## src/rtl/cpu_ctrl_pkg.sv

```systemverilog
// cpu_ctrl_pkg: shared FSM states, ALU codes and datapath mux selects
package cpu_ctrl_pkg;
  typedef enum logic [3:0] {
    FETCH, DECODE, EXECR, EXECI, ALUWB, MEMADR, MEMRD, MEMWB, MEMWR, BRANCH
  } state_t;
  localparam logic [2:0] ALU_ADD = 3'd0;
  localparam logic [2:0] ALU_SUB = 3'd1;
  localparam logic [2:0] ALU_AND = 3'd2;
  localparam logic [2:0] ALU_ORR = 3'd3;
  localparam logic [2:0] ALU_EOR = 3'd4;
  localparam logic [2:0] ALU_MOV = 3'd5;
  localparam logic SRCA_RN = 1'b0;
  localparam logic SRCA_PC = 1'b1;
  localparam logic ADR_PC = 1'b0;
  localparam logic ADR_RES = 1'b1;
  localparam logic [1:0] SRCB_REG = 2'b00;
  localparam logic [1:0] SRCB_IMM = 2'b01;
  localparam logic [1:0] SRCB_4 = 2'b10;
  localparam logic [1:0] RES_ALUOUT = 2'b00;
  localparam logic [1:0] RES_RDATA = 2'b01;
  localparam logic [1:0] RES_ALU = 2'b10;
  localparam logic [1:0] OP_DP = 2'b00;
  localparam logic [1:0] OP_MEM = 2'b01;
  localparam logic [1:0] OP_BR = 2'b10;
  localparam logic [1:0] OP_ILL = 2'b11;
endpackage

```

## src/rtl/alu_decoder.sv

```systemverilog
// alu_decoder: data-processing cmd to ALU code, flag-write enables and legality
module alu_decoder
  import cpu_ctrl_pkg::*;
#(
  parameter int EXT_OPS = 1
) (
  input  logic [4:0] funct,
  output logic [2:0] alu_ctl,
  output logic [1:0] flags,
  output logic       no_wb,
  output logic       legal
);
  localparam logic EXT = (EXT_OPS != 0);
  logic s;
  always_comb begin
    alu_ctl = ALU_ADD;
    legal = 1'b1;
    no_wb = 1'b0;
    case (funct[4:1])
      4'b0100: alu_ctl = ALU_ADD;
      4'b0010: alu_ctl = ALU_SUB;
      4'b0000: alu_ctl = ALU_AND;
      4'b1100: alu_ctl = ALU_ORR;
      4'b0001: begin alu_ctl = ALU_EOR; legal = EXT; end
      4'b1101: begin alu_ctl = ALU_MOV; legal = EXT; end
      4'b1010: begin alu_ctl = ALU_SUB; legal = EXT; no_wb = 1'b1; end
      4'b1000: begin alu_ctl = ALU_AND; legal = EXT; no_wb = 1'b1; end
      default: legal = 1'b0;
    endcase
    s = funct[0] | no_wb;
    flags = {s, s & (alu_ctl == ALU_ADD || alu_ctl == ALU_SUB)};
  end
endmodule

```

## src/rtl/multicycle_decoder.sv

```systemverilog
// multicycle_decoder: multicycle CPU control FSM driving datapath selects and writes
module multicycle_decoder
  import cpu_ctrl_pkg::*;
#(
  parameter int ALU_W = 3,
  parameter int EXT_OPS = 1
) (
  input  logic             clk,
  input  logic             rst_n,
  input  logic [1:0]       op,
  input  logic [5:0]       funct,
  input  logic [3:0]       rd,
  input  logic             cond_ex,
  input  logic             mem_ready,
  output logic             ir_write,
  output logic             pc_write,
  output logic             reg_w,
  output logic             mem_w,
  output logic             adr_src,
  output logic             alu_src_a,
  output logic [1:0]       alu_src_b,
  output logic [1:0]       result_src,
  output logic [1:0]       imm_src,
  output logic [1:0]       reg_src,
  output logic [ALU_W-1:0] alu_control,
  output logic [1:0]       flag_w,
  output logic             illegal
);
  state_t state, next;
  logic [2:0] dp_alu, alu3;
  logic [1:0] dp_flags;
  logic dp_no_wb, dp_legal, pc_dst;
  alu_decoder #(.EXT_OPS(EXT_OPS)) u_alu (
    .funct(funct[4:0]),
    .alu_ctl(dp_alu),
    .flags(dp_flags),
    .no_wb(dp_no_wb),
    .legal(dp_legal)
  );
  assign pc_dst = (rd == 4'hf);
  assign imm_src = (op == OP_MEM) ? 2'b01 : (op == OP_BR) ? 2'b10 : 2'b00;
  assign reg_src = (op == OP_BR) ? 2'b01 : (op == OP_MEM && !funct[0]) ? 2'b10 : 2'b00;
  assign alu_control = ALU_W'(alu3);
  always_ff @(posedge clk or negedge rst_n)
    if (!rst_n) state <= FETCH;
    else state <= next;
  always_comb begin
    next = state;
    ir_write = 1'b0;
    pc_write = 1'b0;
    reg_w = 1'b0;
    mem_w = 1'b0;
    adr_src = ADR_PC;
    alu_src_a = SRCA_RN;
    alu_src_b = SRCB_REG;
    result_src = RES_ALUOUT;
    alu3 = ALU_ADD;
    flag_w = 2'b00;
    illegal = 1'b0;
    case (state)
      FETCH: begin
        alu_src_a = SRCA_PC;
        alu_src_b = SRCB_4;
        result_src = RES_ALU;
        ir_write = mem_ready;
        pc_write = mem_ready;
        next = mem_ready ? DECODE : FETCH;
      end
      DECODE: begin
        alu_src_a = SRCA_PC;
        alu_src_b = SRCB_4;
        result_src = RES_ALU;
        illegal = (op == OP_ILL) || (op == OP_DP && !dp_legal);
        next = illegal ? FETCH : (op == OP_MEM) ? MEMADR : (op == OP_BR) ? BRANCH :
               funct[5] ? EXECI : EXECR;
      end
      EXECR, EXECI: begin
        alu_src_b = (state == EXECI) ? SRCB_IMM : SRCB_REG;
        alu3 = dp_alu;
        flag_w = cond_ex ? dp_flags : 2'b00;
        next = dp_no_wb ? FETCH : ALUWB;
      end
      ALUWB: begin
        reg_w = cond_ex;
        pc_write = cond_ex & pc_dst;
        next = FETCH;
      end
      MEMADR: begin
        alu_src_b = SRCB_IMM;
        next = funct[0] ? MEMRD : MEMWR;
      end
      MEMRD: begin
        adr_src = ADR_RES;
        next = mem_ready ? MEMWB : MEMRD;
      end
      MEMWB: begin
        result_src = RES_RDATA;
        reg_w = cond_ex;
        pc_write = cond_ex & pc_dst;
        next = FETCH;
      end
      MEMWR: begin
        adr_src = ADR_RES;
        mem_w = cond_ex;
        next = mem_ready ? FETCH : MEMWR;
      end
      BRANCH: begin
        alu_src_a = SRCA_PC;
        alu_src_b = SRCB_IMM;
        result_src = RES_ALU;
        pc_write = cond_ex;
        next = FETCH;
      end
      default: next = FETCH;
    endcase
    if (!rst_n) begin
      ir_write = 1'b0;
      pc_write = 1'b0;
      reg_w = 1'b0;
      mem_w = 1'b0;
      flag_w = 2'b00;
      illegal = 1'b0;
    end
  end
endmodule

```

## config.mk

```make
export PLATFORM = sky130hd
export DESIGN_NAME = multicycle_decoder
export DESIGN_NICKNAME = d
export VERILOG_FILES = /design/src/rtl/cpu_ctrl_pkg.sv /design/src/rtl/alu_decoder.sv /design/src/rtl/multicycle_decoder.sv
export SDC_FILE = /design/constraint.sdc
export NUM_CORES = 1
export LEC_CHECK = 0
export CAP_MARGIN = 5
export CORE_MARGIN = 4
export CORE_UTILIZATION = 40
export CTS_BUF_LIST = sky130_fd_sc_hd__clkbuf_4 sky130_fd_sc_hd__clkbuf_8
export DETAILED_ROUTE_END_ITERATION = 8
export PLACE_DENSITY = 0.92
export RECOVER_POWER = 100
export SYNTH_ARGS = -nofsm -noshare
export SYNTH_HDL_FRONTEND = slang
export SYNTH_HIERARCHICAL = 1
export SYNTH_SLANG_ARGS = --single-unit
```

## constraint.sdc

```tcl
create_clock -name clk -period 1.55 [get_ports clk]
set_input_delay 0.31 -clock clk [delete_from_list [all_inputs] [get_ports clk]]
set_output_delay 0.31 -clock clk [all_outputs]
set_load 0.005 [all_outputs]
```

==> results.toml, run 1 <==
[synth]
synth.avg_cell_area_um2 = 8.014
synth_top_cell_area_share_pct = 14.87
ys_types = 39
ys_ff_latch = 4
syn_area_um2 = 673.1
synth-seq-area-share_pct = 14.87
synth.area.top_cells = "dfrtp_1, ha_1, and3_1"
ys_warn_count = 6
yosysTopAreaCell = "dfrtp_1"
syn_nets = 105
synthCells = 84

[placed_design]
placed_area_um2 = 1206
portBuffers = 35
dp.cells = 157
dp_hpwl_um = 1842
place.gp.congestion = 0.7896

[die]
num_rows = 14
chipHeight_um = 49.02
start_util_pct = 43.67
die_x_um = 49.02
ios = 36

[timing]
grt-worst-endpoint = "pc_write"
worst-ep-kind = "primary output"

[run_status]
lastStage = "5_1_grt"
status = "aborted with a tool error"
firstError = "[ERROR DPL-0033] detailed placement checks failed during check placement."

[global_route]
antenna_found_initial = 0
grt_max_degree = 7

[clock_network]
cts_inserted_buffers = 3
htree_levels = 1
clock_sinks = 4
ctsHoldBuffers = 0
cts-root-buf = "clkbuf_4"
clk_path_buf_depth = 2
repair_timing:
action	in CTS
buffers inserted	15
setup endpoints to repair	20
resized for setup	121
gates cloned	0
pin swaps	11
cells by family after synthesis:
group                    Yosys count  synth area share [%]
AO/OA/AOI/OAI                     16                 16.92
XOR/XNOR                           3                 3.904
adder cells (fa/ha/maj)            5                 9.294
buffers and inverters             11                 10.41
flip-flops                         4                 14.87
AND/OR/NAND/NOR                   45                 44.61
metrics by stage:
| step | hold WS, ps | setup WS (ps) | util (%) |
|---|---|---|---|
| floorplan | 14.41 | 148.0 | - |
| global placement | 649.5 | -856.8 | 78.25 |
| detailed placement | 645.3 | -911.9 | 78.25 |
| CTS | 142.4 | -246.2 | 88.47 |
cell usage after synthesis, drive strengths merged:
cell	instances
a211o	2
a21boi	3
a21o	1
a21oi	2
a221o	1
a22oi	1
and2	3
and2b	1
and3	5
and3b	2
and4	2
and4b	1
buf	7
dfrtp	4
ha	5
inv	4
nand2	6
nand2b	4
nand3	2
nor2	8
nor2b	3
nor3	3
nor3b	2
nor4b	2
o211ai	1
o21ai	3
o22a	1
o22ai	1
or3	1
xnor2	2
xor2	1
==> run 2, diff against run 1 <==
--- a/config.mk
+++ b/config.mk
@@ -6,11 +6,10 @@
 export NUM_CORES = 1
 export LEC_CHECK = 0
 export CAP_MARGIN = 5
-export CORE_MARGIN = 4
-export CORE_UTILIZATION = 40
-export CTS_BUF_LIST = sky130_fd_sc_hd__clkbuf_4 sky130_fd_sc_hd__clkbuf_8
+export CORE_AREA = 4 4 65 67
 export DETAILED_ROUTE_END_ITERATION = 8
-export PLACE_DENSITY = 0.92
+export DIE_AREA = 0 0 69 71
+export PLACE_DENSITY_LB_ADDON = 0.15
 export RECOVER_POWER = 100
 export SYNTH_ARGS = -nofsm -noshare
 export SYNTH_HDL_FRONTEND = slang
==> run 2 against run 1 <==
  * The flow now finishes, with violations (negative setup slack)
  * Synthesized cell count is the same
  * Synthesized area is the same
==> results.toml, run 2 <==
[clock_network]
cts_tree = "done"
cts_inserted_buffers = 3
clkSlewWorstSetupHoldPaths_ps = 30
clk_path_buf_depth = 2
ctsHoldBuffers = 0
insertion_delay_ps = 220
htree_levels = 1
cts-root-buf = "clkbuf_8"
clock_sinks = 4

[global_route]
grt_pass1_wl_um = 4188
grt_busiest_layer = "met2"
grt.met3_usage_pct = 1.847
grt_pass1_vias = 915
track_usage_pct = 10.37
grt_max_degree = 8
met2_usage_pct = 19.07
antenna_found_initial = 0
overflow = 0
gr-usage-met1_pct = 11.38

[setup_path]
critPathSlowestCell = "dfrtp_2"
critPathMaxFanout = 5
crit_path_end_kind = "primary output"
required_ps = 1240
startpoint_type = "flop"
crit_path_max_incr_delay_ps = 410
path_cells = "and2b_2 -> and3_4 -> a211o_1 -> buf_2"
criticalPathCategory = "flop to primary output"
cp.arrival_ps = 1420

[timing]
rsz0062_at_grt = "true"
setup_slack_ps = -183.6
fin_crit_ps = 1734
setup_viol = 15
finalSetupTns_ps = -1116
fin_crit_sh_pct = 111.8
slew_headroom_pct = 83.47
drv_slew = 0
tightest_slew_ps = 245.3
timing.fmax_mhz = 576.8
hold_viol = 0
skew_ps = 0.4198

[final_layout]
fillCellCount = 385
final_layout_size_suffix_gt1_share_pct = 63.13
final_cell_mix = "buf_4, buf_6, buf_2"
area_growth_pct = 123.4
layout_commonest_cell = "buf_4"
final_net_count = 183
num_antenna_cells = 0
top_regs = "state: 4 flops"
regMostFlops = "state"
final_core_util_pct = 41.39
largest_register_ffs = 4
multiInputGateArea_um2 = 605.6
seqCellArea_um2 = 105.1

[die]
start_util_pct = 18.53
fp.coreArea_um2 = 3633
die_area_um2 = 4899
num_rows = 22
chipHeight_um = 71
ios = 36
die_x_um = 69

[placed_design]
place.gp.congestion = 0.8054
dp_hpwl_um = 1903
portBuffers = 35

[route]
wl_per_cell_um = 12.12
ant_nets = 0
post_drt_via_cell_ratio = 4.341
routed_wl_um = 2521
num_vias = 903
drcViolationCount = 0
first_pass_iters = 4
drtIter0Drc = 35

[power_and_ir_drop]
p_leak_nw = 0.7312
peakVddDrop_mv = 0.3475
power.density_nw_per_um2 = 1223

[synth]
synth.area.top_cells = "dfrtp_1, ha_1, and3_1"
ys_warn_count = 6
ys_ff_latch = 4
syn_nets = 105
ys_types = 39
netlist_top_cells_count = "nand2_1, nor2_1, ha_1"
syn_area_um2 = 673.1
synth_edf_count = 0
synth-seq-area-share_pct = 14.87
synth_top_cell_area_share_pct = 14.87
synth.avg_cell_area_um2 = 8.014
synth_flop_cell = "dfrtp_1"
yosysTopAreaCell = "dfrtp_1"
ys_async_sr_fraction_pct = 100.0
synthCells = 84

[run_status]
violations = "negative setup slack"
status = "complete, but fails checks"

[min_path]
hp-class = "primary input to async pin"

[run]
drv_cap = 0
-- run 2: cell counts after synthesis --
Identical to the previous run, type by type.
-- run 2: per-layer routing --
metal / wire, µm / vias up
met5: 0 / -
met1: 1025 / 429
met4: 41 / 0
met3: 97 / 4
li1: - / 447
met2: 1357 / 23
-- run 2: layout make-up --
| cell class | count | share of cell area (%) |
|---|---|---|
| Clock buffer | 3 | 2.745 |
| Inverter | 4 | 0.9983 |
| Multi-Input combinational cell | 69 | 40.27 |
| Sequential cell | 4 | 6.988 |
| Tap cell | 48 | 3.993 |
| Timing Repair Buffer | 80 | 45.01 |
-- run 2: per-stage QoR --
step                worst slack (ps)  power, mW  cell area, µm²  hold WS (ps)  instances
floorplan                      148.0     0.7328           673.1         14.41         84
global placement              -845.1      1.349            1284         685.5        194
detailed placement            -871.8      1.351            1284         678.4        194
CTS                           -220.6      1.796            1456         193.6        205
global route                  -220.4      1.971            1504         223.0        208
finish                        -183.6      1.839            1504         203.4        208
-- run 2: worst paths after layout --
kind | startpoint | to | slack, ps | cells after the start
worst max-delay path | state[3]$_DFF_PN0_ | pc_write | -180 | 4
max in group asynchronous | rst_n | state[1]$_DFF_PN0_ | 1220 | 2
worst min register to register | state[3]$_DFF_PN0_ | state[0]$_DFF_PN0_ | 670 | 2
worst max register to register | state[1]$_DFF_PN0_ | state[0]$_DFF_PN0_ | 100 | 6
min in group clk | op[1] | state[1]$_DFF_PN0_ | 550 | 4
worst min-delay path | rst_n | state[3]$_DFF_PN0_ | 200 | 2
-- run 2: critical path: cells and delay by family, from the launching register on --
| kind | cells | cell delay (ps) |
|---|---|---|
| flops | 1 | 410 |
| buf+inv | 1 | 120 |
| compound gates | 1 | 240 |
| simple gates | 2 | 420 |
-- run 2: where the power goes --
group	internal [mW]	leakage (nW)	switching, mW
logic	0.855	0.662	0.530
clock network	0.166	0.0216	0.0553
registers	0.154	0.0473	0.0773
-- run 2: cell families (layout without fill, tap and decap cells) --
logic type / after synthesis / count (layout) / share of synthesized area [%]
adder cells (fa/ha/maj): 5 / 5 / 9.294
AND/OR/NAND/NOR: 45 / 45 / 44.61
AO/OA/AOI/OAI: 16 / 16 / 16.92
buffers and inverters: 11 / 87 / 10.41
flip-flops: 4 / 4 / 14.87
XOR/XNOR: 3 / 3 / 3.904
-- run 2: timing repair --
item                                   CTS  global route
cloned                                   0             0
endpoints found under the hold margin    0             0
pin swaps                               14             5
buffers inserted                         9             3
setup endpoints to repair               20            16
gates resized for setup                127            13
Note: power is estimated with default switching activity, not from simulation.
==> run 3, diff against run 2 <==
--- a/config.mk
+++ b/config.mk
@@ -7,6 +7,7 @@
 export LEC_CHECK = 0
 export CAP_MARGIN = 5
 export CORE_AREA = 4 4 65 67
+export CTS_CLUSTER_DIAMETER = 40
 export DETAILED_ROUTE_END_ITERATION = 8
 export DIE_AREA = 0 0 69 71
 export PLACE_DENSITY_LB_ADDON = 0.15
==> constraint.sdc (replaced) <==
create_clock -name clk -period 2 [get_ports clk]
set_input_delay 0.4 -clock clk [delete_from_list [all_inputs] [get_ports clk]]
set_output_delay 0.4 -clock clk [all_outputs]
set_load 0.005 [all_outputs]
==> run 3 against run 2 <==
  * Worst hold slack better by 74 ps
  * Global-route usage is 0.80 points lower
  * Power is 33% lower
  * Highest routed layer unchanged
  * Register-to-register slack better by 480 ps
  * Critical path type is now primary input to primary output
  * Cell area is 6.7% lower
  * Clock-buffer cell count stayed put
  * Critical path depth is 1 higher
  * Final cell count is 3.8% lower
  * Non-clock buffer count is 8 lower
  * Worst setup slack better by 240 ps
  * Via count is 7.8% lower
  * The flow now finishes without violations
==> results.toml, run 3 (same netlist as run 2, synthesis figures left out) <==
[min_path]
hp-class = "primary input to async pin"

[final_layout]
fin_cells = 200
num_antenna_cells = 0
final_layout_size_suffix_gt1_share_pct = 47.37
area_growth_pct = 108.6
final_cell_area_um2 = 1404
top_regs = "state: 4 flops"
layout_commonest_cell = "buf_4"
regMostFlops = "state"
largest_register_ffs = 4
final_net_count = 175
final_cell_mix = "buf_4, dlygate4sd2_1, clkdlybuf4s50_1"

[die]
fp.coreArea_um2 = 3633
chipHeight_um = 71
die_x_um = 69
die_area_um2 = 4899
num_rows = 22
start_util_pct = 18.53
ios = 36

[global_route]
antenna_found_initial = 0
grt_pass1_vias = 870
overflow = 0
track_usage_pct = 9.573
grt_pass1_wl_um = 3912
grt_max_degree = 8

[setup_path]
path_buf_inv = 2
crit_path_end_kind = "primary output"
cp.arrival_ps = 1550
critPathTopFamily = "buffers and inverters"
crit_path_max_incr_delay_ps = 410
critPathMaxFanout = 4
startpoint_type = "primary input"
required_ps = 1600
criticalPathCategory = "primary input to primary output"
critPathSlowestCell = "clkdlybuf4s50_1"
path_cells = "clkdlybuf4s50_1 -> and2_4 -> and3_1 -> a211o_1 -> dlymetal6s2s_1"

[route]
drtIter0Drc = 19
wl_per_cell_um = 11.80
num_vias = 833
first_pass_iters = 3
routed_wl_um = 2360
post_drt_via_cell_ratio = 4.165
ant_nets = 0
drcViolationCount = 0

[timing]
slew_headroom_pct = 83.99
fin_crit_ps = 1947
tightest_slew_ps = 237.7
drv_slew = 0
setup_slack_ps = 52.91
fin_crit_sh_pct = 97.35
hold_viol = 0
timing.fmax_mhz = 513.6
skew_ps = 1.078
setup_viol = 0

[clock_network]
clkSlewWorstSetupHoldPaths_ps = 30
clock_sinks = 4
cts_tree = "done"
htree_levels = 1
insertion_delay_ps = 210
clk_path_buf_depth = 2
cts-root-buf = "clkbuf_8"
cts_inserted_buffers = 3

[placed_design]
dp_hpwl_um = 1896
placed_area_um2 = 1239
dp.cells = 188
post-place-ws_ps = -600.4
place.gp.congestion = 0.8108
portBuffers = 35

[run_status]
status = "finished, final reports clean"

[run]
drv_cap = 0

[power_and_ir_drop]
peakVddDrop_mv = 0.2475
power.density_nw_per_um2 = 876.1
p_leak_nw = 0.7148
[run 3: path summary, 6_finish.rpt]
| path | cells past startpoint | start | slack [ps] | to |
|---|---|---|---|---|
| min | 2 | rst_n | 280 | state[0]$_DFF_PN0_ |
| max reg2reg | 6 | state[3]$_DFF_PN0_ | 580 | state[0]$_DFF_PN0_ |
| max in group asynchronous | 2 | rst_n | 1600 | state[2]$_DFF_PN0_ |
| min in group clk | 4 | funct[4] | 710 | state[2]$_DFF_PN0_ |
| min reg2reg | 3 | state[3]$_DFF_PN0_ | 710 | state[3]$_DFF_PN0_ |
| max | 5 | cond_ex | 50 | pc_write |
[run 3: final cells by class]
| class | count | area, µm² |
|---|---|---|
| Multi-Input combinational cell | 69 | 573.1 |
| Fill cell | 409 | 2230 |
| Sequential cell | 4 | 103.9 |
| Clock buffer | 3 | 41.29 |
| Timing Repair Buffer | 72 | 610.6 |
| Tap cell | 48 | 60.06 |
| Inverter | 4 | 15.01 |
[run 3: per-stage QoR]
step | utilization [%] | hold slack [ps] | power (mW) | setup TNS (ps)
final | 38.64 | 277.0 | 1.230 | 0
after global routing | 38.64 | 274.3 | 1.349 | -1.583
after CTS | 36.67 | 283.9 | 1.183 | -309.0
after detailed placement | 34.09 | 644.8 | 0.9717 | -4596
after global placement | 34.09 | 641.3 | 0.9674 | -4761
after floorplan | - | 104.4 | 0.5679 | 0
[run 3: per-layer routing]
layer	track usage (%)	wire [µm]	vias to the layer above
met5	0	0	-
li1	-	-	428
met4	3.905	12	0
met3	1.847	81	2
met1	10.19	1006	384
met2	18.33	1259	19
[run 3: where the power goes]
part | switching [mW] | total (mW) | internal, mW
combinational | 0.365 | 0.899 | 0.534
sequential | 0.0469 | 0.165 | 0.118
clock | 0.0381 | 0.166 | 0.128
total | 0.450 | 1.23 | 0.780
[run 3: what timing repair did]
| item | CTS | global route |
|---|---|---|
| buffers inserted | 3 | 6 |
| gates cloned | 0 | 0 |
| endpoints found under the setup margin | 19 | 9 |
| gates resized for setup | 46 | 16 |
| hold buffers | 0 | 0 |
| pin swaps | 2 | 5 |
[run 3: worst reg2reg max path: cells and delay by family (launching register included)]
family / cells / cell delay [ps]
AND/OR/NAND/NOR: 2 / 300
AO/OA/AOI/OAI: 1 / 170
flip-flops: 1 / 430
buffers and inverters: 3 / 440
==> run 4, diff against run 3 <==
--- a/config.mk
+++ b/config.mk
@@ -6,6 +6,8 @@
 export NUM_CORES = 1
 export LEC_CHECK = 0
 export CAP_MARGIN = 5
+export CELL_PAD_IN_SITES_DETAIL_PLACEMENT = 0
+export CELL_PAD_IN_SITES_GLOBAL_PLACEMENT = 1
 export CORE_AREA = 4 4 65 67
 export CTS_CLUSTER_DIAMETER = 40
 export DETAILED_ROUTE_END_ITERATION = 8
==> run 4 against run 3 <==
  * Global-route usage up 0.65 points
  * Final cell count shrank 3.0%
  * Combinational power decreased by 7.5%
  * Largest power group unchanged
  * Critical endpoint unchanged
==> results.toml, run 4 (same netlist as run 2, synthesis figures left out) <==
[setup_path]
r2r_start = "state[2]$_DFF_PN0_"
cp.arrival_ps = 1560
required_ps = 1600
startpoint_type = "primary input"
critPathMaxFanout = 2
ff2ff_setup_slack_ps = 670
crit_path_end = "pc_write"
worst-r2r-cell-count = 5
timing.rr.end = "state[3]$_DFF_PN0_"
crit_path_end_kind = "primary output"
crit_start = "mem_ready"
criticalPathCategory = "primary input to primary output"

[die]
start_util_pct = 18.53
fp.coreArea_um2 = 3633
num_rows = 22
ios = 36
die_x_um = 69
die_area_um2 = 4899
chipHeight_um = 71

[clock_network]
cts_tree = "done"
htree_levels = 1
insertion_delay_ps = 220
clkSlewWorstSetupHoldPaths_ps = 30
clock_sinks = 4
cts_inserted_buffers = 3
cts-root-buf = "clkbuf_8"
ctsHoldBuffers = 0
clk_path_buf_depth = 2

[placed_design]
place.gp.congestion = 0.7248
portBuffers = 35
dp_hpwl_um = 1940
dp.cells = 186

[timing]
drv_slew = 0
tightest_slew_ps = 275.1
hold_viol = 0
fin_crit_ps = 1964
timing.fmax_mhz = 509.2
skew_ps = 1.845
slew_headroom_pct = 81.47
fin_crit_sh_pct = 98.19
setup_viol = 0
rsz0062_at_grt = "true"

[final_layout]
layout_commonest_cell = "buf_4"
area_growth_pct = 97.96
final_cell_mix = "buf_4, dlygate4sd2_1, clkdlybuf4s50_1"
num_antenna_cells = 0
regMostFlops = "state"
largest_register_ffs = 4
final_net_count = 169
final_core_util_pct = 36.67
final_layout_size_suffix_gt1_share_pct = 38.36
fin_cells = 194
top_regs = "state: 4 flops"

[min_path]
hp-class = "primary input to async pin"

[route]
drtIter0Drc = 20
num_vias = 828
ant_nets = 0
drcViolationCount = 0
first_pass_iters = 4
post_drt_via_cell_ratio = 4.268
routed_wl_um = 2347
wl_per_cell_um = 12.10

[run_status]
status = "finished, final reports clean"

[global_route]
track_usage_pct = 10.22
grt_max_degree = 11
antenna_found_initial = 0
overflow = 0
grt_pass1_vias = 878
grt_pass1_wl_um = 4064

[power_and_ir_drop]
power.density_nw_per_um2 = 870.9
peakVddDrop_mv = 0.2632
p_leak_nw = 0.6653

[run]
drv_cap = 0
[run 4: where the power goes]
group	leakage, nW	switching [mW]	internal (mW)
Clock	0.0216	0.0406	0.128
Sequential	0.0504	0.0426	0.117
Combinational	0.593	0.350	0.482
Total	0.665	0.433	0.727
[run 4: what timing repair did]
action | CTS | global route
pin swaps | 3 | 0
setup buffers | 4 | 1
setup endpoints to repair | 20 | 8
resized for setup | 43 | 19
[run 4: routing by layer]
metal | global-route usage [%] | wire length, µm
met2 | 16.84 | 1119
met5 | 0 | 0
met3 | 1.420 | 66
met1 | 12.71 | 1103
met4 | 5.857 | 58
[run 4: metrics by stage]
step / worst slack (ps) / cell area [µm²] / power, mW / hold slack, ps / setup TNS [ps]
6_report: 36.21 / 1333 / 1.161 / 276.6 / 0
5_1_grt: -7.829 / 1333 / 1.255 / 296.0 / -7.829
4_1_cts: -74.26 / 1304 / 1.146 / 300.5 / -74.26
3_5_place_dp: -598.6 / 1224 / 0.9392 / 603.0 / -4677
3_3_place_gp: -586.2 / 1224 / 0.9469 / 617.0 / -4607
2_1_floorplan: 508.0 / 673.1 / 0.5679 / 104.4 / 0
[run 4: worst min-delay path by stage]
stage / end / slack [ps] / depth (start not counted)
2_1_floorplan: state[0]$_DFF_PN0_ / 100 / 0
3_3_place_gp: state[3]$_DFF_PN0_ / 620 / 2
3_5_place_dp: state[3]$_DFF_PN0_ / 600 / 2
4_1_cts: state[3]$_DFF_PN0_ / 300 / 2
5_1_grt: state[3]$_DFF_PN0_ / 300 / 2
6_report: state[3]$_DFF_PN0_ / 280 / 2
[run 4: layout make-up]
| cell class | count | area, µm² |
|---|---|---|
| fill | 410 | 2301 |
| multi-input combinational | 69 | 570.5 |
| timing repair buffer | 66 | 543.0 |
| sequential | 4 | 102.6 |
| tap | 48 | 60.06 |
| clock buffer | 3 | 41.29 |
| inverter | 4 | 15.01 |
[run 4: worst max-delay path, cell delays in order]
cell	delay, ps
clkdlybuf4s50_1	440
and4_1	180
buf_4	130
a211o_1	210
clkdlybuf4s15_1	200
